--- src/rtl/rom_loader.sv ---
// rom_loader: boot-time byte-stream program loader feeding instruction ROM.
// Optional trailing 16-bit checksum enabled by defining ROM_LOADER_CHECKSUM_EN.
module rom_loader #(
  parameter int ADDR_WIDTH = 15
) (
  input  logic                  clock,
  input  logic                  reset,
  input  logic [7:0]            in_data,
  input  logic                  in_valid,
  output logic                  in_ready,
  output logic                  rom_write,
  output logic [ADDR_WIDTH-1:0] rom_address,
  output logic [15:0]           rom_data,
  output logic                  cpu_reset,
  output logic                  done,
  output logic                  error
);

  typedef enum logic [2:0] {
    S_LEN_HI,
    S_LEN_LO,
    S_DATA_HI,
    S_DATA_LO,
`ifdef ROM_LOADER_CHECKSUM_EN
    S_SUM_HI,
    S_SUM_LO,
`endif
    S_RUN,
    S_ERROR
  } state_t;

  localparam logic [31:0] CAP = 32'd1 << ADDR_WIDTH;

  state_t                state_q, state_d;
  logic [15:0]           len_q, len_d;
  logic [7:0]            hi_q, hi_d;
  logic [ADDR_WIDTH:0]   k_q, k_d;
  logic                  wr_q, wr_d;
  logic [ADDR_WIDTH-1:0] addr_q, addr_d;
  logic [15:0]           data_q, data_d;
  logic                  cpu_reset_q;
  logic                  done_q;
  logic                  error_q;
`ifdef ROM_LOADER_CHECKSUM_EN
  logic [15:0]           sum_q, sum_d;
`endif

  logic                  accept;
  logic [15:0]           n_full;
  logic [15:0]           word;
  logic [31:0]           k_ext;
  logic                  last_word;

  assign accept    = in_valid && in_ready;
  assign n_full    = {len_q[15:8], in_data};
  assign word      = {hi_q, in_data};
  assign k_ext     = {{(31-ADDR_WIDTH){1'b0}}, k_q};
  assign last_word = (k_ext + 32'd1) == {16'd0, len_q};

  // Ready is a pure decode of the current state.
  always_comb begin
    in_ready = 1'b0;
    unique case (state_q)
      S_RUN, S_ERROR: in_ready = 1'b0;
      default:        in_ready = 1'b1;
    endcase
  end

  // Next-state, write strobe and latch updates.
  always_comb begin
    state_d = state_q;
    len_d   = len_q;
    hi_d    = hi_q;
    k_d     = k_q;
    wr_d    = 1'b0;
    addr_d  = addr_q;
    data_d  = data_q;
`ifdef ROM_LOADER_CHECKSUM_EN
    sum_d   = sum_q;
`endif
    if (accept) begin
      unique case (state_q)
        S_LEN_HI: begin
          len_d   = {in_data, 8'd0};
          state_d = S_LEN_LO;
        end
        S_LEN_LO: begin
          len_d = n_full;
          if (n_full == 16'd0 || {16'd0, n_full} > CAP)
            state_d = S_ERROR;
          else
            state_d = S_DATA_HI;
        end
        S_DATA_HI: begin
          hi_d    = in_data;
          state_d = S_DATA_LO;
        end
        S_DATA_LO: begin
          wr_d   = 1'b1;
          addr_d = k_q[ADDR_WIDTH-1:0];
          data_d = word;
`ifdef ROM_LOADER_CHECKSUM_EN
          sum_d  = sum_q + word;
`endif
          if (last_word) begin
`ifdef ROM_LOADER_CHECKSUM_EN
            state_d = S_SUM_HI;
`else
            state_d = S_RUN;
`endif
          end else begin
            k_d     = k_q + 1'b1;
            state_d = S_DATA_HI;
          end
        end
`ifdef ROM_LOADER_CHECKSUM_EN
        S_SUM_HI: begin
          hi_d    = in_data;
          state_d = S_SUM_LO;
        end
        S_SUM_LO: begin
          state_d = (word == sum_q) ? S_RUN : S_ERROR;
        end
`endif
        default: state_d = state_q;
      endcase
    end
  end

  // State and datapath registers.
  always_ff @(posedge clock or posedge reset) begin
    if (reset) begin
      state_q <= S_LEN_HI;
      len_q   <= '0;
      hi_q    <= '0;
      k_q     <= '0;
      wr_q    <= 1'b0;
      addr_q  <= '0;
      data_q  <= '0;
`ifdef ROM_LOADER_CHECKSUM_EN
      sum_q   <= '0;
`endif
    end else begin
      state_q <= state_d;
      len_q   <= len_d;
      hi_q    <= hi_d;
      k_q     <= k_d;
      wr_q    <= wr_d;
      addr_q  <= addr_d;
      data_q  <= data_d;
`ifdef ROM_LOADER_CHECKSUM_EN
      sum_q   <= sum_d;
`endif
    end
  end

  // CPU release lags RUN entry by one edge so the last write commits first.
  always_ff @(posedge clock or posedge reset) begin
    if (reset) begin
      cpu_reset_q <= 1'b1;
      done_q      <= 1'b0;
      error_q     <= 1'b0;
    end else begin
      cpu_reset_q <= (state_q != S_RUN);
      done_q      <= (state_q == S_RUN);
      error_q     <= (state_d == S_ERROR);
    end
  end

  assign rom_write   = wr_q;
  assign rom_address = addr_q;
  assign rom_data    = data_q;
  assign cpu_reset   = cpu_reset_q;
  assign done        = done_q;
  assign error       = error_q;

endmodule

--- config.mk ---
export PLATFORM = sky130hd
export DESIGN_NAME = rom_loader
export DESIGN_NICKNAME = d
export VERILOG_FILES = /design/src/rtl/rom_loader.sv
export SDC_FILE = /design/constraint.sdc
export NUM_CORES = 1
export LEC_CHECK = 0
export ABC_AREA = 0
export BUFFER_PORTS_ARGS = -buffer_cell sky130_fd_sc_hd__buf_4
export CORE_ASPECT_RATIO = 1.25
export CORE_MARGIN = 2
export CORE_UTILIZATION = 45
export CTS_CLUSTER_SIZE = 40
export DETAILED_ROUTE_END_ITERATION = 12
export GPL_TIMING_DRIVEN = 0
export PLACE_DENSITY_LB_ADDON = 0.15
export SLEW_MARGIN = 0
export SYNTH_ARGS = -nofsm -noshare
export SYNTH_HDL_FRONTEND = slang
export SYNTH_SLANG_ARGS = --single-unit
--- constraint.sdc ---
create_clock -name clock -period 3.35 [get_ports clock]
set_input_delay 0.1675 -clock clock [delete_from_list [all_inputs] [get_ports clock]]
set_output_delay 0.1675 -clock clock [all_outputs]
set_load 0.03 [all_outputs]
==> results_dict.tcl <==
set metrics [dict create \
    grt_pass1_vias 3054 \
    clk_latency_ns 0.36 \
    fin_skew_ns 0.00930 \
    tightestPinTransition_ns 0.667 \
    path_cells "ha_1, nand3_4, or3_1, a2111oi_2, o41a_1, and4_1, buf_6, buf_12, nand3_1, o2bb2ai_1" \
    fin_setup_tns_ns 0 \
    final_nets 468 \
    crit_type "reg -> reg" \
    rsz0062_at_grt "no" \
    core_area_sq_um 8560 \
    max-vdd-ir-drop_uv 438 \
    num_rows 38 \
    n_antenna_cell 0 \
    synthToLayoutAreaGrowth_pct 17.6 \
    yosys_most_used_dff "dfrtp_1" \
    drive_above_1_share 0.243 \
    syn-cell-area_sq_um 3910 \
    via_count 2975 \
    hold_class "in -> reg" \
    cp_slowest_cell "dfrtp_1" \
    cts_resized 0 \
    post-route-drc-count 0 \
    grt_max_degree 41 \
    slew_violations 0 \
    syn_inst 397 \
    hold_viol_final 0 \
    synthesis.nets 409 \
    leakagePower_nw 2.25 \
    antenna_found_initial 0 \
    hpwl_microns 6370 \
    grtUsageTotal 0.211 \
    synth_cell_types 53 \
    cp_top_family "simple AND/OR/NAND/NOR gates" \
    cts-htree-levels 3 \
    holdBufCountCts 1 \
    relSlewSlack 0.555 \
    cp_data_arrival_time_ns 3.22 \
    synth_edf_count 0 \
    maxCapViolations 0 \
    swShare 0.375 \
    async_flop_share 1.00 \
    numCtsBuffers 9 \
    clockPowerShare 0.203 \
    synth-seq-cells 78 \
    drtIter0Drc 165 \
    antenna_left 0 \
    crit_path_start_kind "flip-flop" \
    fmax_mhz 335 \
    seq_power_share 0.425 \
    ys_seq_area_frac 0.499 \
    firstDrtPassIters 4 \
    place.gp.congestion 0.864 \
    clk_pin_slew_worst_paths_ns 0.08 \
    min_period_over_period 0.890 \
    place_area_sq_um 4410 \
    powerDensity_nw_per_um2 730 \
    synth_area_per_cell_sq_um 9.86 \
    die_w_microns 87.4 \
    cp.buffers_inverters 2 \
    overflow 0 \
    outcome "complete, no violations" \
    finalWirelength_microns 8960 \
    io_buffers 46 \
    yosys_warnings 0 \
    setup-violations-final 0 \
    grt_pass1_wl_microns 15300 \
    fin_area_sq_um 4600 \
    required_ns 3.59 \
    crit_path_end_kind "flip-flop" \
    cpPeakStageDelay_ns 0.48 \
    intPower_mw 2.10 \
    wl_per_cell_microns 16.0 \
    clockBufferDepth 2 \
    die_h_microns 108 \
    tritoncts "done" \
    cts_setup_buffers 0 \
    clockRootBuffer "clkbuf_8" \
    cts.sinks 78 \
    finalCriticalPeriod_ns 2.98 \
    combPwrFrac 0.371 \
    switchingPower_mw 1.26 \
    ios 47 \
    start_util 0.457 \
    cp_max_fo 10 \
    viasPerCell 5.30 \
    die_area_sq_um 9460 \
]
-- per-stage QoR --
stage               hold WS (ns)  std cells  setup slack, ns  total power, mW   util
finish                    0.0534        561            0.369             3.36  0.537
CTS                       0.0365        561            0.362             3.39  0.537
detailed placement         0.243        544            0.381             2.70  0.515
floorplan                  0.273        397            0.851             2.29      -
global placement           0.420        543            0.232             2.66  0.512
global route              0.0643        561            0.198             3.57  0.537
-- final timing paths --
| path | slack [ns] | cells past startpoint | to | from |
|---|---|---|---|---|
| min reg2reg | 0.47 | 2 | rom_data[13] | hi_q[5] |
| max in group asynchronous | 2.38 | 4 | rom_address[4] | reset |
| max reg2reg | 0.37 | 10 | state_q[1] | k_q[1] |
| min in group asynchronous | 0.39 | 3 | rom_data[0] | reset |
| max | 0.37 | 10 | state_q[1] | k_q[1] |
| min | 0.05 | 3 | rom_data[1] | in_data[1] |
-- per-layer routing --
layer | vias up | wire length [microns] | GRT usage
li1 | 1461 | - | -
met1 | 1429 | 3890 | 0.262
met2 | 63 | 4450 | 0.350
met3 | 22 | 301 | 0.0374
met4 | 0 | 310 | 0.109
met5 | - | 0 | 0
-- cells by family after synthesis --
| logic type | share of synthesized area |
|---|---|
| AO/OA/AOI/OAI | 0.0678 |
| XOR/XNOR | 0.0694 |
| adder cells (fa/ha/maj) | 0.00320 |
| buffers and inverters | 0.0521 |
| flip-flops | 0.499 |
| multiplexers | 0.0576 |
| AND/OR/NAND/NOR | 0.251 |
-- flip-flops by register name, summed over array words and instances, names as in the netlist --
name and count:
rom_write 1, state_q 3, rom_data 16, error 1, rom_address 15, done 1
len_q 16, cpu_reset 1, hi_q 8, k_q 16
-- worst min-delay path, delay by kind of cell --
kind          cells  cell delay, ns
simple gates      2            0.10
buf+inv           1            0.12
-- synth_stat cells (2+ instances only) --
library cell / count / area, sq um
nor3_2: 4 / 40.0
nor4_1: 8 / 50.1
o211ai_1: 3 / 22.5
nor4_4: 2 / 42.5
buf_6: 5 / 56.3
mux2_2: 16 / 180
a31oi_1: 3 / 18.8
nor2b_1: 3 / 18.8
nor3_1: 4 / 20.0
nor4_2: 2 / 25.0
nand4_1: 6 / 37.5
clkbuf_1: 13 / 48.8
and3_1: 5 / 31.3
inv_1: 7 / 26.3
or2_2: 2 / 12.5
xnor2_1: 11 / 96.3
o21ai_0: 14 / 70.1
nand3_1: 8 / 40.0
buf_4: 3 / 22.5
or3_1: 2 / 12.5
xor2_1: 20 / 175
mux2i_1: 3 / 30.0
and4_1: 3 / 26.3
a21oi_1: 3 / 15.0
nor2_1: 12 / 45.0
buf_2: 6 / 30.0
nand2b_1: 6 / 37.5
o41a_1: 2 / 22.5
dfrtp_1: 77 / 1930
a2111oi_2: 2 / 30.0
nand2_1: 120 / 450
-- power by group through the flow --
stage          logic (mW)  clock network [mW]  registers, mW
2_1_floorplan       0.631                   0           1.66
5_1_grt              1.37               0.733           1.47
4_1_cts              1.26               0.704           1.43
3_3_place_gp         1.23                   0           1.43
6_report             1.25               0.683           1.43
3_5_place_dp         1.25                   0           1.45
-- placed cells by master (no fill, tap or decap), types with 2 or more instances in the layout --
cell type,n
a2111oi_2,2
a21oi_1,3
a31oi_1,3
and3_1,5
and4_1,3
buf_12,2
buf_2,6
buf_4,49
buf_6,5
clkbuf_1,15
clkbuf_8,9
clkinv_2,3
dfrtp_1,77
inv_1,6
mux2_2,16
mux2i_1,3
nand2_1,120
nand2b_1,6
nand3_1,8
nand4_1,6
nor2_1,12
nor2b_1,3
nor3_1,4
nor3_2,4
nor4_1,8
nor4_2,2
nor4_4,2
o211ai_1,3
o21ai_0,14
o41a_1,2
or2_2,2
or3_1,2
xnor2_1,11
xor2_1,20
-- cell type report --
class / instances / area, sq um
Buffer: 28 / 178
Clock buffer: 11 / 131
Clock inverter: 5 / 52.6
Fill cell: 807 / 3960
Inverter: 7 / 28.8
Multi-Input combinational cell: 284 / 1760
Sequential cell: 78 / 1950
Tap cell: 100 / 125
Timing Repair Buffer: 48 / 375
No activity file was read; power rests on OpenSTA's default activity.
